===== src/rtl/tomasulo_regfile_pkg.sv =====
// Shared types and sizing for the register file and the reservation stations.
package tomasulo_pkg;

  localparam int unsigned N_REGISTER = 8;
  localparam int unsigned N_NUMBERS  = $clog2(N_REGISTER);
  localparam int unsigned N_SIZE     = 16;
  localparam int unsigned N_READ     = 3;
  localparam int unsigned TAG_W      = 3;
  localparam int unsigned CNT_W      = $clog2(N_REGISTER + 1);

  typedef logic [N_NUMBERS-1:0] reg_num_t;
  typedef logic [N_SIZE-1:0]    data_t;
  typedef logic [TAG_W-1:0]     tag_t;
  typedef logic [CNT_W-1:0]     cnt_t;

  typedef struct packed {
    data_t value;
    logic  busy;
    tag_t  tag;
  } entry_t;

  function automatic cnt_t popcount(input logic [N_REGISTER-1:0] v);
    cnt_t c;
    c = '0;
    for (int i = 0; i < N_REGISTER; i++) begin
      c = c + cnt_t'(v[i]);
    end
    return c;
  endfunction

endpackage


===== src/rtl/tomasulo_regfile_if.sv =====
// Dispatch/CDB-facing bus of the register file; master is the core side.
interface tomasulo_regfile_if;
  import tomasulo_pkg::*;

  reg_num_t [N_READ-1:0] rd_num;
  data_t    [N_READ-1:0] rd_value;
  logic     [N_READ-1:0] rd_ready;
  tag_t     [N_READ-1:0] rd_tag;

  logic     alloc_valid;
  reg_num_t alloc_num;
  tag_t     alloc_tag;

  logic     cdb_valid;
  tag_t     cdb_tag;
  data_t    cdb_data;

  logic     flush;
  cnt_t     busy_count;

  modport master (
    output rd_num, alloc_valid, alloc_num, alloc_tag, cdb_valid, cdb_tag, cdb_data, flush,
    input  rd_value, rd_ready, rd_tag, busy_count
  );

  modport slave (
    input  rd_num, alloc_valid, alloc_num, alloc_tag, cdb_valid, cdb_tag, cdb_data, flush,
    output rd_value, rd_ready, rd_tag, busy_count
  );

endinterface


===== src/rtl/tomasulo_regfile_entry.sv =====
// One architectural register: value plus rename status (busy, producer tag).
module reg_entry
  import tomasulo_pkg::*;
(
  input  logic   clk_i,
  input  logic   reset_i,
  input  logic   alloc_hit_i,
  input  tag_t   alloc_tag_i,
  input  logic   cdb_valid_i,
  input  tag_t   cdb_tag_i,
  input  data_t  cdb_data_i,
  input  logic   flush_i,
  output entry_t entry_o,
  output logic   busy_d_o
);

  entry_t entry_q, entry_d;
  logic   cdb_hit;

  assign cdb_hit = entry_q.busy && cdb_valid_i && (cdb_tag_i == entry_q.tag);

  // CDB value write survives flush and alloc; alloc overrides the busy clear.
  always_comb begin
    entry_d = entry_q;
    if (cdb_hit) begin
      entry_d.value = cdb_data_i;
      entry_d.busy  = 1'b0;
    end
    if (flush_i) begin
      entry_d.busy = 1'b0;
    end else if (alloc_hit_i) begin
      entry_d.busy = 1'b1;
      entry_d.tag  = alloc_tag_i;
    end
  end

  always_ff @(posedge clk_i) begin
    if (reset_i) begin
      entry_q <= '0;
    end else begin
      entry_q <= entry_d;
    end
  end

  assign entry_o  = entry_q;
  assign busy_d_o = entry_d.busy;

endmodule


===== src/rtl/tomasulo_regfile.sv =====
// Register file with Tomasulo rename status, same-cycle CDB bypass on reads.
module tomasulo_regfile
  import tomasulo_pkg::*;
(
  input  logic               clk,
  input  logic               reset,
  tomasulo_regfile_if.slave  bus
);

  entry_t                  entries [N_REGISTER];
  logic [N_REGISTER-1:0]   busy_d;
  logic [N_READ-1:0]       rd_in_range;
  cnt_t                    busy_count_q, busy_count_d;

  for (genvar i = 0; i < N_REGISTER; i++) begin : g_entry
    logic alloc_hit;
    assign alloc_hit = bus.alloc_valid && (bus.alloc_num == N_NUMBERS'(i));

    reg_entry u_entry (
      .clk_i       (clk),
      .reset_i     (reset),
      .alloc_hit_i (alloc_hit),
      .alloc_tag_i (bus.alloc_tag),
      .cdb_valid_i (bus.cdb_valid),
      .cdb_tag_i   (bus.cdb_tag),
      .cdb_data_i  (bus.cdb_data),
      .flush_i     (bus.flush),
      .entry_o     (entries[i]),
      .busy_d_o    (busy_d[i])
    );
  end

  // Only a non-power-of-2 register count can see out-of-range numbers.
  if (N_REGISTER == (1 << N_NUMBERS)) begin : g_full_range
    assign rd_in_range = '1;
  end else begin : g_part_range
    for (genvar p = 0; p < N_READ; p++) begin : g_cmp
      assign rd_in_range[p] = 32'(bus.rd_num[p]) < N_REGISTER;
    end
  end

  for (genvar p = 0; p < N_READ; p++) begin : g_rd
    entry_t sel;
    logic   bypass;

    assign sel    = rd_in_range[p] ? entries[bus.rd_num[p]] : '0;
    assign bypass = sel.busy && bus.cdb_valid && (bus.cdb_tag == sel.tag);

    assign bus.rd_value[p] = bypass ? bus.cdb_data : sel.value;
    assign bus.rd_ready[p] = !sel.busy || bypass;
    assign bus.rd_tag[p]   = sel.tag;
  end

  assign busy_count_d = popcount(busy_d);

  always_ff @(posedge clk) begin
    if (reset) begin
      busy_count_q <= '0;
    end else begin
      busy_count_q <= busy_count_d;
    end
  end

  assign bus.busy_count = busy_count_q;

endmodule


===== src/flat_wrapper.sv =====
// flat-port wrapper written by rule: the top's interface ports become plain ports
module tomasulo_regfile_flat import tomasulo_pkg::*;
  (clk, reset, bus_rd_num, bus_alloc_valid, bus_alloc_num, bus_alloc_tag, bus_cdb_valid, bus_cdb_tag, bus_cdb_data, bus_flush, bus_rd_value, bus_rd_ready, bus_rd_tag, bus_busy_count);
  tomasulo_regfile_if bus_i ();
  input  logic clk;
  input  logic reset;
  input wire logic [$bits(bus_i.rd_num)-1:0] bus_rd_num;
  input wire logic [$bits(bus_i.alloc_valid)-1:0] bus_alloc_valid;
  input wire logic [$bits(bus_i.alloc_num)-1:0] bus_alloc_num;
  input wire logic [$bits(bus_i.alloc_tag)-1:0] bus_alloc_tag;
  input wire logic [$bits(bus_i.cdb_valid)-1:0] bus_cdb_valid;
  input wire logic [$bits(bus_i.cdb_tag)-1:0] bus_cdb_tag;
  input wire logic [$bits(bus_i.cdb_data)-1:0] bus_cdb_data;
  input wire logic [$bits(bus_i.flush)-1:0] bus_flush;
  output wire logic [$bits(bus_i.rd_value)-1:0] bus_rd_value;
  output wire logic [$bits(bus_i.rd_ready)-1:0] bus_rd_ready;
  output wire logic [$bits(bus_i.rd_tag)-1:0] bus_rd_tag;
  output wire logic [$bits(bus_i.busy_count)-1:0] bus_busy_count;
  assign bus_i.rd_num = bus_rd_num;
  assign bus_i.alloc_valid = bus_alloc_valid;
  assign bus_i.alloc_num = bus_alloc_num;
  assign bus_i.alloc_tag = bus_alloc_tag;
  assign bus_i.cdb_valid = bus_cdb_valid;
  assign bus_i.cdb_tag = bus_cdb_tag;
  assign bus_i.cdb_data = bus_cdb_data;
  assign bus_i.flush = bus_flush;
  assign bus_rd_value = bus_i.rd_value;
  assign bus_rd_ready = bus_i.rd_ready;
  assign bus_rd_tag = bus_i.rd_tag;
  assign bus_busy_count = bus_i.busy_count;
  tomasulo_regfile u_core (.clk(clk), .reset(reset), .bus(bus_i));
endmodule

===== config.mk =====
export PLATFORM = sky130hd
export DESIGN_NAME = tomasulo_regfile_flat
export DESIGN_NICKNAME = d
export VERILOG_FILES = /design/src/rtl/tomasulo_regfile_pkg.sv /design/src/rtl/tomasulo_regfile_if.sv /design/src/rtl/tomasulo_regfile_entry.sv /design/src/rtl/tomasulo_regfile.sv /design/src/flat_wrapper.sv
export SDC_FILE = /design/constraint.sdc
export NUM_CORES = 1
export LEC_CHECK = 0
export ABC_AREA = 1
export CAP_MARGIN = 20
export CORE_MARGIN = 4
export CORE_UTILIZATION = 35
export CTS_CLUSTER_SIZE = 30
export DETAILED_ROUTE_END_ITERATION = 7
export DONT_BUFFER_PORTS = 1
export SLEW_MARGIN = 5
export SYNTH_ARGS = -nofsm -noshare
export SYNTH_HDL_FRONTEND = slang
export SYNTH_SLANG_ARGS = --single-unit

===== constraint.sdc =====
create_clock -name clk -period 5.2 [get_ports clk]
set_clock_uncertainty 0.1 [all_clocks]
set_input_delay 1.04 -clock clk [delete_from_list [all_inputs] [get_ports clk]]
set_output_delay 1.04 -clock clk [all_outputs]
set_load 0.1 [all_outputs]

==> impl_metrics.py, run 1 <==
metrics = {
    "outcome": {
        "outcome": "finished, final reports clean",
    },
    "timing": {
        "fmax_mhz": 228,
        "hold_violations": 0,
        "rsz0062_at_grt": "false",
        "relSlewSlack": 0.370,
        "worst-slew-pin-transition_ps": 944,
        "post-route-worst-setup-slack_ps": 818,
        "finalSetupViolCount": 0,
        "drv_slew": 0,
        "min_period_ps": 4380,
        "period_share": 0.843,
        "setup-tns-final_ps": 0,
    },
    "placement": {
        "hpwl_mm": 28.6,
        "pre_cts_ws_ps": 718,
        "placed_cells": 2282,
        "port_buffers": 0,
        "gp_congestion": 0.915,
    },
    "yosys": {
        "synth_fp_nets": 1977,
        "synth_seq_cells": 164,
        "seq_area_frac_synth": 0.288,
        "synth_warnings": 0,
        "synthCells": 1931,
        "synth_area_per_cell_um2": 5.91,
        "synth_area_mm2": 0.0114,
        "netlist-cell-type-count": 33,
    },
    "die": {
        "fp.dieH_um": 189,
        "core_area_mm2": 0.0319,
        "start_util": 0.358,
        "rows": 65,
        "die_area_mm2": 0.0356,
        "die_w_um": 189,
        "ios": 103,
    },
    "setup_path": {
        "max_stage_delay_ps": 340,
        "cp_max_fo": 97,
        "crit_type": "in2out",
        "slowest_stage": "nor2_8",
        "critical_path.top_delay_family": "simple AND/OR/NAND/NOR gates",
        "path_cells": "inv_8, nand2_1, nand3_1, nand3_1, nand3_1, nand2_2, nor2_8, nand2_4, nand2_1, nand2_1, buf_4",
        "path_buf_inv": 2,
        "worstSetupStartpointType": "input port",
        "critical_path_arrival_ps": 3240,
        "cp-end-kind": "output port",
        "worst_ep_required_time_ps": 4060,
    },
    "clock_tree": {
        "post_cts_buffers": 0,
        "clk_pin_slew_ps": 70,
        "tritoncts": "yes",
        "cts_resized": 0,
        "cts_buffers": 17,
        "clk_latency_ps": 450,
        "clk_root_buffer_cell": "clkbuf_16",
        "ctsLongestPathBuffers": 2,
        "cts.sinks": 164,
        "htreeDepth": 4,
        "hold_buffers": 0,
    },
    "global_route": {
        "grt_overflow": 0,
        "antenna_found_initial": 0,
        "grt_pass1_vias": 12431,
        "grt_max_degree": 165,
        "grt_pass1_wl_mm": 74.0,
        "track_usage": 0.263,
    },
    "power_and_ir_drop": {
        "cellPowerDensity_mw_per_mm2": 265,
        "switchingPower_uw": 1210,
        "ir_drop_mv": 0.200,
        "power_frac_seq": 0.391,
        "p_sw_frac": 0.370,
        "clock_power_share": 0.377,
        "p_leak_uw": 0.00482,
        "p_int_uw": 2060,
        "pwr-share-comb": 0.233,
    },
    "drt": {
        "drt_pre_antenna_iters": 6,
        "remaining_drc_errors": 0,
        "ant_nets": 0,
        "viasPerCell": 5.78,
        "vias": 13376,
        "finalWirelength_mm": 48.0,
        "drt_iter0_markers": 1815,
        "wire_per_inst_um": 20.8,
    },
    "cells_and_area": {
        "fin_util": 0.386,
        "final_common_cell": "nand2_1",
        "final_cell_mix": "nand2_1 (584), nor2_1 (252), o21ai_0 (232), a21oi_1 (179), dfxtp_1 (164)",
        "diodes": 0,
        "nets": 1912,
        "layout-drive-gt1-share": 0.0718,
        "area_growth_pct": 7.88,
        "finalNonFillerCells": 2314,
    },
    "worst_hold_path": {
        "min_path_type": "reg2reg",
    },
    "run": {
        "maxCapViolations": 0,
    },
}
[tightest hold or removal path, stage by stage (launching register included)]
cell and delay (ps):
dfxtp_1 330, nand2_1 60, a21oi_1 50
[sequential cells by signal (all words and copies together) (netlist names)]
name	cells
u_core.g_entry.u_entry.entry_o	160
u_core.bus.busy_count	4
[through the flow]
stage | total power (uW) | area, um2 | hold slack (ps)
finish | 3270 | 12300 | 390
global placement | 2050 | 11800 | 370
detailed placement | 2060 | 11800 | 374
CTS | 3260 | 12300 | 386
floorplan | 1970 | 11400 | 362
global route | 3360 | 12300 | 411
[worst paths after layout]
check                                        start                                    end  slack [ps]  depth (start not counted)
min reg2reg  u_core.g_entry[6].u_entry.entry_o[14]  u_core.g_entry[6].u_entry.entry_o[14]         390                          2
min          u_core.g_entry[6].u_entry.entry_o[14]  u_core.g_entry[6].u_entry.entry_o[14]         390                          2
max                                  bus_rd_num[3]                       bus_rd_value[21]         820                         11
max reg2reg   u_core.g_entry[5].u_entry.entry_o[2]               u_core.bus.busy_count[1]        1690                         15
[kinds of logic (layout without fill, tap and decap cells)]
| logic type | count (synthesis) | in the layout | share of synthesized area |
|---|---|---|---|
| buffers and inverters | 239 | 187 | 0.0956 |
| xor gates and xnor gates | 3 | 3 | 0.00230 |
| adders and majority gates | 7 | 7 | 0.0103 |
| and+or+nand+nor | 993 | 993 | 0.357 |
| DFF | 164 | 164 | 0.288 |
| AOI/OAI and AO/OA | 525 | 525 | 0.247 |
[synth_stat cells, drive strengths merged]
library cell,count,share of area
xnor2,1,0.00077
a31oi,4,0.0022
nand2,596,0.20
inv,85,0.030
nor2,264,0.098
a211oi,40,0.026
a21oi,179,0.078
o211ai,6,0.0039
o21ai,240,0.11
xor2,2,0.0015
nor3b,1,0.00066
ha,3,0.0033
nand3,130,0.058
clkbuf,96,0.032
fa,4,0.0070
nor3,2,0.00088
clkinv,1,0.00033
buf,57,0.034
o22ai,56,0.031
dfxtp,164,0.29
[power groups by stage]
| stage | sequential [uW] | combinational [uW] | clock [uW] |
|---|---|---|---|
| floorplan | 1300 | 666 | 0 |
| global placement | 1310 | 747 | 0 |
| detailed placement | 1300 | 752 | 0 |
| CTS | 1280 | 754 | 1230 |
| global route | 1280 | 803 | 1280 |
| finish | 1280 | 761 | 1230 |
[metal layers]
metal / vias to the layer above / GRT usage / share of wire
met1: 6181 / 0.336 / 0.40
met4: 0 / 0.120 / 0.042
met5: - / 0 / 0
li1: 6240 / - / -
met2: 797 / 0.428 / 0.45
met3: 158 / 0.0548 / 0.10
[cell type report]
cell class	count	area, um2
timing repair buffer	69	556
multi-input combinational	1528	7040
clock inverter	12	98.8
tap	435	544
inverter	86	345
fill	3445	19600
clock buffer	20	447
sequential	164	3280
No activity file was read; power rests on OpenSTA's default activity.
==> run 2, diff against run 1 <==
Settings changed: ABC_AREA 1 to 0.
Clock period 5.2 ns to 3.68 ns, I/O delays scaled along.
==> impl_metrics.py, run 2 <==
metrics = {
    "yosys": {
        "synth_edf_count": 0,
        "yosysTopAreaCell": "dfxtp_1",
        "synth_common_cells": "mux2i_1 (199), nor2_1 (165), dfxtp_1 (164)",
        "synth_warnings": 0,
        "synth_seq_cells": 164,
        "synthFlopType": "dfxtp_1",
        "synth_area_mm2": 0.0108,
        "seq_area_frac_synth": 0.304,
        "async_flop_share": 0,
        "synth_top_area_share": 0.304,
        "netlist-cell-type-count": 43,
        "yosysMostFrequentCell": "mux2i_1",
        "synth_fp_nets": 1000,
        "synth_area_per_cell_um2": 11.3,
        "ys_top_cells_by_area": "dfxtp_1 (30%), mux4_2 (22%), mux2i_1 (18%)",
        "synthCells": 954,
    },
    "timing": {
        "rsz0062_at_grt": "true",
        "hold_violations": 0,
        "hold-worst-slack_ps": 291,
        "min_period_ps": 3610,
        "post-route-worst-setup-slack_ps": 65.1,
        "worst-slew-pin-transition_ps": 948,
        "relSlewSlack": 0.367,
        "finalSetupViolCount": 0,
        "drv_slew": 0,
        "period_share": 0.982,
        "fmax_mhz": 277,
        "setup-tns-final_ps": 0,
    },
    "clock_tree": {
        "cts.sinks": 164,
        "cts_buffers": 17,
        "clk_pin_slew_ps": 60,
        "tritoncts": "yes",
        "clk_latency_ps": 430,
        "htreeDepth": 4,
        "hold_buffers": 0,
        "ctsLongestPathBuffers": 2,
        "clk_root_buffer_cell": "clkbuf_16",
    },
    "die": {
        "die_w_um": 184,
        "core_area_mm2": 0.0305,
        "ios": 103,
        "start_util": 0.354,
        "fp.dieH_um": 184,
        "die_area_mm2": 0.0338,
        "rows": 64,
    },
    "power_and_ir_drop": {
        "ir_drop_mv": 0.347,
        "switchingPower_uw": 882,
        "p_int_uw": 3200,
        "p_sw_frac": 0.216,
        "pwr-share-comb": 0.060,
        "cellPowerDensity_mw_per_mm2": 308,
        "p_leak_uw": 0.00470,
        "p_total_uw": 4080,
        "power_frac_seq": 0.441,
        "clock_power_share": 0.499,
    },
    "placement": {
        "pre_cts_ws_ps": -338,
        "port_buffers": 0,
        "hpwl_mm": 19.4,
        "gp_congestion": 0.814,
    },
    "drt": {
        "finalWirelength_mm": 31.4,
        "ant_nets": 0,
        "vias": 7732,
        "remaining_drc_errors": 0,
        "drt_iter0_markers": 660,
        "drt_pre_antenna_iters": 5,
        "wire_per_inst_um": 22.8,
        "viasPerCell": 5.61,
    },
    "outcome": {
        "outcome": "finished, final reports clean",
    },
    "setup_path": {
        "cp_max_fo": 8,
        "critical_path_arrival_ps": 2780,
        "worst_ep_required_time_ps": 2840,
        "worstSetupStartpointType": "flop",
        "cp-end-kind": "output port",
        "crit_type": "reg2out",
    },
    "cells_and_area": {
        "layout-drive-gt1-share": 0.374,
        "nets": 1015,
        "diodes": 0,
        "final_cell_mix": "mux2i_1 (198), nor2_1 (165), dfxtp_1 (142), mux4_2 (107), buf_12 (54)",
        "final_common_cell": "mux2i_1",
        "largest_register_ffs": 160,
        "area_growth_pct": 22.7,
        "fin_util": 0.435,
    },
    "global_route": {
        "grt_pass1_vias": 7821,
        "antenna_found_initial": 0,
        "grt_max_degree": 165,
        "grt_pass1_wl_mm": 48.2,
        "grt_overflow": 0,
        "track_usage": 0.186,
    },
    "run": {
        "maxCapViolations": 0,
    },
    "worst_hold_path": {
        "min_path_type": "in2reg",
    },
}
-- run 2: worst max-delay path, stage by stage (launching register included) --
cell and delay, ps:
dfxtp_4 380, mux2i_1 70, mux4_2 510, xor2_2 170, nand2_1 60, and4bb_4 440
buf_12 180, mux2_4 350, buf_12 170
-- run 2: cell type report --
class                      instances  area [um2]
clock inverter                    13         230
tap                              396         495
multi-input combinational        686        7360
inverter                          11        41.3
timing repair buffer              89        1370
fill                            2771       17200
sequential                       164        3330
clock buffer                      19         443
-- run 2: timing repair --
action                                  in CTS  in global routing
gates cloned                                 1                  0
endpoints found under the setup margin      48                 37
setup buffers                                1                  3
pin swaps                                    5                  8
resized for setup                           25                 20
hold endpoints to repair                     0                  0
-- run 2: stage by stage --
stage               cells  cell area [um2]
finish               1378            13300
CTS                  1376            13200
detailed placement   1344            12400
floorplan             954            11100
global route         1378            13300
global placement     1344            12400
-- run 2: power groups by stage --
stage	combinational, uW	clock (uW)	sequential (uW)
3_5_place_dp	245	0	1840
2_1_floorplan	339	0	1840
4_1_cts	246	2070	1800
6_report	245	2040	1800
3_3_place_gp	243	0	1840
5_1_grt	257	2150	1800
-- run 2: worst paths after layout --
path	cells after the start	slack (ps)	endpoint	startpoint
min	1	290	u_core.g_entry[0].u_entry.entry_o[15]	reset
max	8	70	bus_rd_value[14]	u_core.g_entry[4].u_entry.entry_o[1]
min reg2reg	2	430	u_core.g_entry[6].u_entry.entry_o[15]	u_core.g_entry[6].u_entry.entry_o[15]
max reg2reg	15	130	u_core.bus.busy_count[1]	u_core.g_entry[1].u_entry.entry_o[1]
-- run 2: kinds of logic (layout without fill, tap and decap cells) --
| group | count (synthesis) | in the layout | share of synthesized area |
|---|---|---|---|
| muxes | 377 | 377 | 0.488 |
| adders and majority gates | 7 | 7 | 0.0109 |
| DFF | 164 | 164 | 0.304 |
| xor gates and xnor gates | 34 | 34 | 0.0275 |
| AOI/OAI and AO/OA | 33 | 33 | 0.0206 |
| buffers and inverters | 104 | 132 | 0.0495 |
| and+or+nand+nor | 235 | 235 | 0.0999 |
-- run 2: layer usage --
layer | wire [um] | track usage | vias up
met2 | 15000 | 0.300 | 234
met4 | 668 | 0.0509 | 0
met1 | 13500 | 0.248 | 3947
met3 | 2320 | 0.0499 | 35
li1 | - | - | 3516
met5 | 0 | 0 | -
==> run 3, diff against run 2 <==
Settings changed: CORE_MARGIN 4 to 2, CORE_UTILIZATION 35 to 48, PLACE_DENSITY from default to 0.65.
==> impl_metrics.py, run 3 (synthesis results as in run 2) <==
metrics = {
    "setup_path": {
        "r2r_start": "u_core.g_entry[0].u_entry.entry_o[1]",
        "worstSetupStartpointType": "flop",
        "r2r-end": "u_core.bus.busy_count[1]",
        "cp-end-kind": "output port",
        "rr_worst_depth": 15,
        "worst_ep_required_time_ps": 2840,
        "critical_path_arrival_ps": 2810,
        "crit_type": "reg2out",
        "cp_max_fo": 9,
        "ff2ff_setup_slack_ps": 130,
    },
    "global_route": {
        "grt_pass1_vias": 7920,
        "track_usage": 0.251,
        "grt_overflow": 0,
        "grt_pass1_wl_mm": 45.6,
        "antenna_found_initial": 0,
        "grt_max_degree": 165,
    },
    "clock_tree": {
        "ctsLongestPathBuffers": 2,
        "hold_buffers": 0,
        "clk_latency_ps": 440,
        "tritoncts": "yes",
        "htreeDepth": 4,
        "clk_pin_slew_ps": 70,
        "cts_buffers": 17,
        "clk_root_buffer_cell": "clkbuf_16",
        "cts.sinks": 164,
    },
    "die": {
        "die_w_um": 154,
        "ios": 103,
        "rows": 54,
        "start_util": 0.492,
        "die_area_mm2": 0.0237,
        "core_area_mm2": 0.0220,
        "fp.dieH_um": 154,
    },
    "drt": {
        "remaining_drc_errors": 0,
        "viasPerCell": 6.18,
        "dr.max_layer_used": "met4",
        "drt_pre_antenna_iters": 5,
        "drt_iter0_markers": 616,
        "finalWirelength_mm": 29.1,
        "wl_met1_mm": 12.5,
        "wire_per_inst_um": 23.0,
        "ant_nets": 0,
        "vias": 7818,
        "wl_met2_mm": 14.4,
        "wl_met3_mm": 1.67,
    },
    "timing": {
        "rsz0062_at_grt": "true",
        "hold-worst-slack_ps": 264,
        "drv_slew": 0,
        "finalSetupViolCount": 0,
        "min_period_ps": 3650,
        "hold_violations": 0,
        "period_share": 0.991,
        "worst-slew-pin-transition_ps": 970,
        "fmax_mhz": 274,
        "relSlewSlack": 0.352,
        "post-route-worst-setup-slack_ps": 32.4,
    },
    "worst_hold_path": {
        "hold_path_end": "u_core.bus.busy_count[2]",
        "hold_path_startpoint": "reset",
        "min_path_type": "in2reg",
        "whs_path_depth": 1,
    },
    "cells_and_area": {
        "final_common_cell": "mux2i_1",
        "nets": 1019,
        "largest_register_ffs": 160,
        "multi_input_area_mm2": 0.00737,
        "final_cell_mix": "mux2i_1 (198), nor2_1 (165), dfxtp_1 (156), mux4_2 (107), buf_12 (53)",
        "layout-drive-gt1-share": 0.365,
        "fill_cells": 1749,
        "area_growth_pct": 20.6,
        "register_area_mm2": 0.00330,
        "diodes": 0,
    },
    "outcome": {
        "outcome": "finished, final reports clean",
    },
    "placement": {
        "pre_cts_ws_ps": -326,
        "port_buffers": 0,
        "hpwl_mm": 17.8,
        "gp_congestion": 0.835,
    },
    "power_and_ir_drop": {
        "p_total_uw": 3830,
        "cellPowerDensity_mw_per_mm2": 294,
        "p_leak_uw": 0.00468,
        "ir_drop_mv": 0.351,
    },
    "run": {
        "maxCapViolations": 0,
    },
}
==> run 3: changes by cell type in the layout (fill, tap and decap cells not counted), sizes merged <==
cell / delta
inv: +7
bufinv: -5
buf: +4
clkinv: -1
clkinvlp: -1
==> run 3: report_power, final <==
part	internal [uW]	switching [uW]
registers	1780	20.3
logic	133	113
clock network	973	810
total	2890	944
==> run 3: how the worst max path moves through the flow <==
stage / startpoint / end / slack [ps] / cells past startpoint
4_1_cts: u_core.g_entry[5].u_entry.entry_o[1] / bus_rd_value[13] / 5 / 8
3_5_place_dp: bus_alloc_num[0] / u_core.bus.busy_count[1] / -330 / 13
6_report: u_core.g_entry[5].u_entry.entry_o[2] / bus_rd_value[45] / 30 / 9
2_1_floorplan: bus_rd_num[0] / bus_rd_value[10] / -400 / 9
5_1_grt: u_core.g_entry[5].u_entry.entry_o[2] / bus_rd_value[45] / -30 / 9
3_3_place_gp: bus_alloc_num[0] / u_core.bus.busy_count[1] / -270 / 13
==> run 3: layout make-up <==
class                           count  area share
Timing Repair Buffer               93       0.107
Inverter                           11     0.00317
Clock inverter                     13      0.0107
Clock buffer                       19      0.0340
Tap cell                          280      0.0269
Sequential cell                   164       0.253
Multi-Input combinational cell    686       0.565
==> run 3: per-layer routing <==
metal,up-vias,GRT usage
li1,3528,-
met1,3997,0.332
met2,252,0.415
met3,41,0.0468
met4,0,0.0890
met5,-,0
==> run 3: critical path: stages (launching register included) <==
cell	delay (ps)
dfxtp_1	370
buf_4	160
mux2i_1	80
mux4_2	510
xor2_1	200
nand4_2	150
or2_4	300
buf_12	160
a21oi_4	220
buf_12	210
==> run 3: metrics by stage <==
step | setup TNS [ps] | utilization | instances | area (um2)
3_5_place_dp | -585 | 0.561 | 1233 | 12300
5_1_grt | -27.0 | 0.594 | 1266 | 13000
6_report | 0 | 0.594 | 1266 | 13000
2_1_floorplan | -16800 | - | 954 | 11100
4_1_cts | 0 | 0.592 | 1266 | 13000
3_3_place_gp | -452 | 0.561 | 1233 | 12300
==> run 3: timing repair <==
action	4_1_cts	5_1_grt
resized for setup	25	6
setup buffers	2	0
setup endpoints to repair	41	39
gates cloned	1	0
pin swaps	5	7
